`src/rtl/traffic_pkg.sv`:
```
// ============================================================================
// Module   : traffic_pkg
// Purpose  : Phase and error-code encodings shared by the traffic light monitor.
// Revision : 1.0
// ============================================================================
`default_nettype none

package traffic_pkg;

  typedef enum logic [2:0] {
    PH_OFF     = 3'd0,
    PH_RED     = 3'd1,
    PH_RED_YEL = 3'd2,
    PH_GREEN   = 3'd3,
    PH_YEL     = 3'd4
  } phase_t;

  typedef enum logic [2:0] {
    ERR_NONE    = 3'd0,
    ERR_ILLEGAL = 3'd1,
    ERR_BAD_SEQ = 3'd2,
    ERR_SHORT   = 3'd3,
    ERR_LONG    = 3'd4
  } err_code_t;

  function automatic phase_t next_legal(input phase_t p);
    case (p)
      PH_RED:     next_legal = PH_RED_YEL;
      PH_RED_YEL: next_legal = PH_GREEN;
      PH_GREEN:   next_legal = PH_YEL;
      default:    next_legal = PH_RED;
    endcase
  endfunction

endpackage

`default_nettype wire

```
`src/rtl/tl_dwell_timer.sv`:
```
// ============================================================================
// Module   : tl_dwell_timer
// Purpose  : Restartable saturating dwell counter with SHORT/LONG dwell checks.
// Revision : 1.0
// ============================================================================
`default_nettype none

module tl_dwell_timer #(
  parameter int DW  = 5,
  parameter int TOL = 0
) (
  input  logic        clk,
  input  logic        rst,
  input  logic        restart,
  input  logic        check_en,
  input  logic [31:0] expected,
  output logic        short_hit,
  output logic        long_hit
);

  localparam logic [31:0] C_TOL = 32'(TOL);

  logic [DW-1:0] dwell;
  logic [DW-1:0] dwell_inc;
  logic          long_flag;
  logic [31:0]   lo_limit;
  logic [31:0]   hi_limit;

  assign dwell_inc = (&dwell) ? dwell : dwell + 1'b1;
  assign lo_limit  = (expected > C_TOL) ? expected - C_TOL : 32'd0;
  assign hi_limit  = expected + C_TOL + 32'd1;

  // SHORT is judged on the departing phase's final dwell; LONG on the held phase.
  assign short_hit = check_en && restart && !long_flag && (32'(dwell) < lo_limit);
  assign long_hit  = check_en && !restart && !long_flag && (32'(dwell_inc) == hi_limit);

  always_ff @(posedge clk) begin
    if (rst) begin
      dwell     <= '0;
      long_flag <= 1'b0;
    end else if (restart) begin
      dwell     <= DW'(1);
      long_flag <= 1'b0;
    end else begin
      dwell <= dwell_inc;
      if (long_hit) long_flag <= 1'b1;
    end
  end

endmodule

`default_nettype wire

```
`src/rtl/traffic_light_monitor.sv`:
```
// ============================================================================
// Module   : traffic_light_monitor
// Purpose  : Checks light combinations, phase order and phase dwell of a
//            one-way traffic light; reports coded error pulses and a count.
// Revision : 1.0
// ============================================================================
`default_nettype none

module traffic_light_monitor
  import traffic_pkg::*;
#(
  parameter int RED_CYCLES    = 30,
  parameter int GREEN_CYCLES  = 30,
  parameter int YELLOW_CYCLES = 3,
  parameter int TOL           = 0
) (
  input  logic       clk,
  input  logic       rst,
  input  logic       red,
  input  logic       yellow,
  input  logic       green,
  output logic [2:0] phase,
  output logic       err_valid,
  output logic [2:0] err_code,
  output logic [7:0] err_count,
  output logic       in_sync
);

  localparam int MAX_CYCLES = (RED_CYCLES > GREEN_CYCLES) ? RED_CYCLES : GREEN_CYCLES;
  localparam int DW         = $clog2(MAX_CYCLES + TOL + 2);

  logic [2:0]  lights_q;
  phase_t      phase_q, phase_d, dec;
  logic        legal, change, bad_seq, enter_red;
  logic        short_hit, long_hit, seq_armed;
  err_code_t   code_d;
  logic [31:0] expected;

  always_ff @(posedge clk) begin
    if (rst) lights_q <= 3'b000;
    else     lights_q <= {red, yellow, green};
  end

  always_comb begin
    legal = 1'b1;
    dec   = phase_q;
    case (lights_q)
      3'b000:  dec = PH_OFF;
      3'b100:  dec = PH_RED;
      3'b110:  dec = PH_RED_YEL;
      3'b001:  dec = PH_GREEN;
      3'b010:  dec = PH_YEL;
      default: legal = 1'b0;
    endcase
  end

  assign change    = legal && (dec != phase_q);
  assign bad_seq   = change && (dec != next_legal(phase_q));
  assign enter_red = change && (dec == PH_RED);

  always_ff @(posedge clk) begin
    if (rst) phase_q <= PH_OFF;
    else     phase_q <= phase_d;
  end

  // Illegal combinations leave the phase untouched; bad sequences still resync.
  always_comb begin
    phase_d = phase_q;
    if (legal) phase_d = dec;
  end

  always_comb begin
    code_d = ERR_NONE;
    if (!legal)         code_d = ERR_ILLEGAL;
    else if (bad_seq)   code_d = ERR_BAD_SEQ;
    else if (short_hit) code_d = ERR_SHORT;
    else if (long_hit)  code_d = ERR_LONG;
  end

  always_comb begin
    expected = 32'd0;
    case (phase_q)
      PH_RED:             expected = 32'(RED_CYCLES);
      PH_GREEN:           expected = 32'(GREEN_CYCLES);
      PH_RED_YEL, PH_YEL: expected = 32'(YELLOW_CYCLES);
      default:            expected = 32'd0;
    endcase
  end

  tl_dwell_timer #(
    .DW  (DW),
    .TOL (TOL)
  ) u_dwell (
    .clk       (clk),
    .rst       (rst),
    .restart   (change),
    .check_en  (phase_q != PH_OFF),
    .expected  (expected),
    .short_hit (short_hit),
    .long_hit  (long_hit)
  );

  // seq_armed marks an error-free run since the last clean RED entry.
  always_ff @(posedge clk) begin
    if (rst) begin
      err_valid <= 1'b0;
      err_code  <= ERR_NONE;
      err_count <= 8'd0;
      in_sync   <= 1'b0;
      seq_armed <= 1'b0;
    end else begin
      err_valid <= (code_d != ERR_NONE);
      err_code  <= code_d;
      if (code_d != ERR_NONE) begin
        if (err_count != 8'hFF) err_count <= err_count + 8'd1;
        in_sync   <= 1'b0;
        seq_armed <= 1'b0;
      end else if (enter_red) begin
        if (phase_q == PH_YEL && seq_armed) in_sync <= 1'b1;
        seq_armed <= 1'b1;
      end
    end
  end

  assign phase = phase_q;

endmodule

`default_nettype wire
```
`config.mk`:
```
export PLATFORM = sky130hd
export DESIGN_NAME = traffic_light_monitor
export DESIGN_NICKNAME = d
export VERILOG_FILES = /design/src/rtl/traffic_pkg.sv /design/src/rtl/tl_dwell_timer.sv /design/src/rtl/traffic_light_monitor.sv
export SDC_FILE = /design/constraint.sdc
export NUM_CORES = 1
export LEC_CHECK = 0
export BUFFER_PORTS_ARGS = -buffer_cell sky130_fd_sc_hd__buf_2
export CORE_MARGIN = 8
export CORE_UTILIZATION = 25
export DETAILED_ROUTE_END_ITERATION = 10
export GPL_TIMING_DRIVEN = 0
export PLACE_DENSITY_LB_ADDON = 0.08
export SLEW_MARGIN = 5
export SYNTH_ARGS = -nofsm -noshare
export SYNTH_HDL_FRONTEND = slang
export SYNTH_SLANG_ARGS = --single-unit
```
`constraint.sdc`:
```
create_clock -name clk -period 5.3 [get_ports clk]
set_input_delay 1.06 -clock clk [delete_from_list [all_inputs] [get_ports clk]]
set_output_delay 1.06 -clock clk [all_outputs]
set_load 0.02 [all_outputs]
```
## Yosys cells after proc, flatten, opt, wreduce, memory -nomap -nowiden

Index checks and enable logic that the tools add are counted.

| storage, ports and cells | value |
|---|---|
| input port bits | 5 |
| output and inout bits | 16 |
| word-level logic and storage cells | 62 |
| register bits after elaboration | 26 |

| operators by class | value |
|---|---|
| eq/ne operators | 13 |
| add/sub/neg operators | 3 |
| reductions and logical operators | 23 |
| magnitude comparators | 2 |
| mux-type cells | 11 |

Operator list:

| cell | count |
|---|---|
| $lt 5x32->1 | 1 |
| $pmux 3 s5 | 1 |
| $mux 3 | 4 |
| $logic_and 1x1->1 | 10 |
| $mux 5 | 2 |
| $pmux 5 s2 | 1 |
| $eq 3x1->1 const B | 3 |
| $eq 3x2->1 const B | 3 |
| $eq 3x3->1 const B | 3 |
| $pmux 3 s3 | 1 |
| $add 8x1->8 const B | 1 |
| $ne 8x8->1 const B | 1 |
| $reduce_or 2->1 | 4 |
| $add 5x1->6 const B | 1 |
| $eq 5x6->1 | 1 |
| $ne 3x3->1 | 2 |
| $reduce_bool 3->1 | 2 |
| $add 5x1->5 const B | 1 |
| $gt 5x1->1 const B | 1 |
| $reduce_and 5->1 | 1 |
| $reduce_or 5->1 | 1 |
| $reduce_and 2->1 | 2 |
| $logic_not 3->1 | 1 |
| $logic_not 1->1 | 2 |
| $mux 1 | 2 |

## Depth between registers and ports, before layout

| depth | value |
|---|---|
| word-level depth | 14 |
| mapped depth | 14 |

## Hierarchy

Synthesis repeated with hierarchy kept, for this count alone.

| second synthesis, totals | value |
|---|---|
| cell total of the unflattened synthesis | 305 |
| area total of the unflattened synthesis | 2,313.5 µm² |

By module, submodules not included:

| module | area each (µm²) | instances | cells an instance |
|---|---|---|---|
| tl_dwell_timer | 1,285.0 | 1 | 181 |
| traffic_light_monitor | 1,028.5 | 1 | 124 |

## Least setup slack after synthesis

No wires, ideal clock.

| timing | value |
|---|---|
| path kind | register -> register |
| start point | register phase_q[2] (netlist: phase[2]) |
| end point | register err_count[5] |
| stages on the path, launching flop included | 15 |
| data arrival time | 3,054 ps |
| slack | 2,125 ps |
| buffers on the path | 2 |
| required time | 5,179 ps |
| clock period less this slack | 3,175 ps |
| cell sequence | dfxtp_1 -> buf_4 -> xor2_1 -> nor2b_1 -> inv_1 -> ha_1 -> ha_1 -> a211oi_1 -> nor2_1 -> or4_1 -> o21a_1 -> o211ai_2 -> buf_6 -> nand4_2 -> mux2_4 |

| on the way | value |
|---|---|
| longest elaborated chain between the ends | 13 |

Ends and longest elaborated chain:

| what | RTL line | source |
|---|---|---|
| start: declaration | traffic_light_monitor.sv:33 | `phase_t phase_q, phase_d, dec;` |
| start signal: assignment | traffic_light_monitor.sv:63 | `else phase_q <= phase_d;` |
| branches (longest 9 deep; another with $lt 5x32->1) | n/a |  |
| $mux 3 (*) | traffic_light_monitor.sv:75 | `else if (bad_seq) code_d = ERR_BAD_SEQ;` |
| $mux 3 (*) | traffic_light_monitor.sv:74 | `if (!legal) code_d = ERR_ILLEGAL;` |
| $reduce_bool 3->1 (*) | traffic_light_monitor.sv:114 | `if (code_d != ERR_NONE) begin` |
| $reduce_and 2->1 (no source line) (*) | n/a |  |
| end signal: assignment | traffic_light_monitor.sv:115 | `if (err_count != 8'hFF) err_count <= err_count + 8'd1;` |
| end: declaration | traffic_light_monitor.sv:25 | `output logic [7:0] err_count,` |

Every way passes the cells marked *.
A chain may end at the register's enable or synchronous reset.

## Worst setup path after layout

| timing | value |
|---|---|
| start point | register phase_q[1] (netlist: phase[1]) |
| end point | register err_count[4] |

The elaborated chain is that of the path after synthesis.

==> metrics.txt <==
status finished, final reports clean; FF-to-FF End err_count[4]; CP dominant cell by count ha_1; post-layout net count 217; DP Area 1760 sq um; max-cap violation count 0; worst-path maximum fanout 10; RSZ-0062 raised after global routing false; WP data required 5470 ps; minimum clock period 3370 ps; FP Rows 29; vias in the first global route 1412; Leakage 0.000752 uW; EDFF count, synth 0; Synth Instances 178; clk sinks 26; VDD IR max 0.000114 V; dominant synthesized flop cell dfxtp_1; Core Util, Final 0.293; # Post-CTS Setup Buffers 0; residual DRC count 0; vias post-DR 1341; crit path DAT 3530 ps; Worst R2R Path Depth 13; flops & latches, synth 26; CP cell instances buf_6 > xor2_1 > nor2b_1 > inv_1 > ha_1 > ha_1 > a211oi_1 > nor2_1 > or4_1 > o21a_1 > o211ai_2 > nor3b_1 > mux2_2; GPL Wtd Cong 0.804; number of cells on the critical path 13; register area share after synthesis 0.332; GR Util met1 0.105; async set-reset flop share out of synthesis 0; Startpoint Class register; final hold vios 0; Setup crit start phase[1]; dpl ws 1930 ps; synthesis-to-layout area growth 16.1%; final period utilization 0.635; Detailed Place HPWL 2890 um; cell family with most CP delay simple AND/OR/NAND/NOR gates; met3 Use GR 0.0189; Min Hold Slack 497 ps; CP bufs+invs 2; antenna-violating nets left 0; core box area 6200 sq um; Comb pwr share 0.249; Hold Crit Class register to register; hold_buf cts 0; Worst setup endpoint err_count[4]; H-tree depth 1; CTS tree done; io pins 21; pin count of the biggest net entering global routing 15; Mapped Nets 192; clk root buf clkbuf_8; Crit Path Class register to register; TritonCTS Buffers 3; Mapped Area 1570 sq um; distinct cell type count after synthesis 51; initial antenna violation count 0; routing usage on met2 0.153; syn avg cell area 8.80 sq um; first-pass GRT wire length 6490 um; final WL 3790 um; FILL cells 672; Syn. warnings 0; Post-Route Skew 5.56 ps; ANT cells 0; Via density 4.81; PD cells 254 nW/um^2; Switching Share 0.307; First-pass DRT Iterations 4; DIE WIDTH 95.2 um; sequential share of power 0.471; most frequent cells in the layout dfxtp_1 (26), buf_2 (24), nor2_1 (23); reg2reg setup slack 1930 ps; DIE AREA 9060 sq um; Setup TNS Final 0 ps; Max stage delay on crit path 550 ps; P_sw 142 uW; Top Usage Layer GRT met2; Clock power frac 0.280; # resized after CTS 0; final setup margin 1930 ps; GRT Overall Usage 0.0883; total grt overflow 0; CTS Buffer Depth 2; most common cell after layout, fill and taps aside dfxtp_1; Int Pwr 321 uW; final setup fails 0; maximum operating frequency 297 MHz; DR iter-0 viols 44; post-route cell area 1820 sq um; layout cells sized above 1 0.203; CTS clk-pin slew, worst paths 90 ps; Clock Latency Late Sink 270 ps; Max Slew Vio Count 0; CP max stage cell or4_1; slew margin rel. 0.597; Initial Utilization 0.252; Least-Margin Pin Slew 598 ps; WL/cell 13.6 um; PortBufs 20; r2r startpoint phase[1]; Die Y 95.2 um; Critical Path Sink Type register
[worst min-delay path: stages, from the launching register on]
cell	delay, ps
dfxtp_1	350
nor2_1	50
nor2_1	70
[routing by layer]
metal  vias to the layer above  share of wire  wire, um
li1                        683              -         -
met1                       630           0.48      1820
met2                        26           0.48      1820
met3                         2          0.032       120
met4                         0         0.0063        24
met5                         -              0         0
[cells in the mapped netlist (3+ instances only)]
cell / n / share of area
dfxtp_1: 26 / 0.33
nor2_1: 23 / 0.055
a21oi_1: 14 / 0.045
nor2b_1: 13 / 0.052
ha_1: 9 / 0.072
nand2_1: 6 / 0.014
inv_1: 5 / 0.012
nand2b_1: 5 / 0.020
a211oi_1: 4 / 0.019
buf_2: 4 / 0.013
nand3_1: 4 / 0.013
nor3_1: 4 / 0.013
clkbuf_1: 3 / 0.0072
mux2_4: 3 / 0.029
mux2i_1: 3 / 0.019
nand4_1: 3 / 0.012
o21ai_0: 3 / 0.0096
xnor2_1: 3 / 0.017
[cell type report]
class / instances / area [sq um] / area share
Timing Repair Buffer: 20 / 100 / 0.0551
Tap cell: 77 / 96.3 / 0.0530
Buffer: 11 / 65.1 / 0.0358
Clock buffer: 4 / 55.1 / 0.0303
Inverter: 5 / 18.8 / 0.0103
Sequential cell: 26 / 520 / 0.286
Multi-Input combinational cell: 136 / 962 / 0.529
[metrics by stage]
stage | total power, uW | cells
after detailed placement | 339 | 275
after CTS | 474 | 279
after global placement | 336 | 275
after floorplan | 308 | 178
final | 463 | 279
after global routing | 496 | 279
[state kept, by name, indices dropped and copies added (netlist names)]
register / cells
err_count: 8
seq_armed: 1
u_dwell.dwell: 5
phase: 3
u_dwell.long_flag: 1
err_code: 3
lights_q: 3
in_sync: 1
err_valid: 1
[logic make-up (layout without fill, tap and decap cells)]
| group | Yosys count | after routing | synth area share |
|---|---|---|---|
| and+or+nand+nor | 76 | 76 | 0.276 |
| xor gates and xnor gates | 5 | 5 | 0.0280 |
| adders and majority gates | 9 | 9 | 0.0719 |
| muxes | 8 | 8 | 0.0623 |
| AOI/OAI and AO/OA | 38 | 38 | 0.177 |
| DFF | 26 | 26 | 0.332 |
| buffers and inverters | 16 | 40 | 0.0535 |
[how the worst min path moves through the flow]
stage / end / slack (ps) / startpoint / depth (start not counted)
2_1_floorplan: u_dwell.long_flag / 430 / u_dwell.long_flag / 2
3_3_place_gp: u_dwell.long_flag / 480 / u_dwell.long_flag / 2
3_5_place_dp: u_dwell.long_flag / 490 / u_dwell.long_flag / 2
4_1_cts: u_dwell.long_flag / 510 / u_dwell.long_flag / 2
5_1_grt: u_dwell.long_flag / 530 / u_dwell.long_flag / 2
6_report: u_dwell.long_flag / 500 / u_dwell.long_flag / 2
[power by group through the flow]
stage               sequential (uW)  combinational, uW  clock [uW]
floorplan                       231               77.5           0
global placement                222                115           0
detailed placement              222                117           0
CTS                             218                117         139
global route                    220                129         147
finish                          218                115         129
Power figures use the tool's default switching activity.
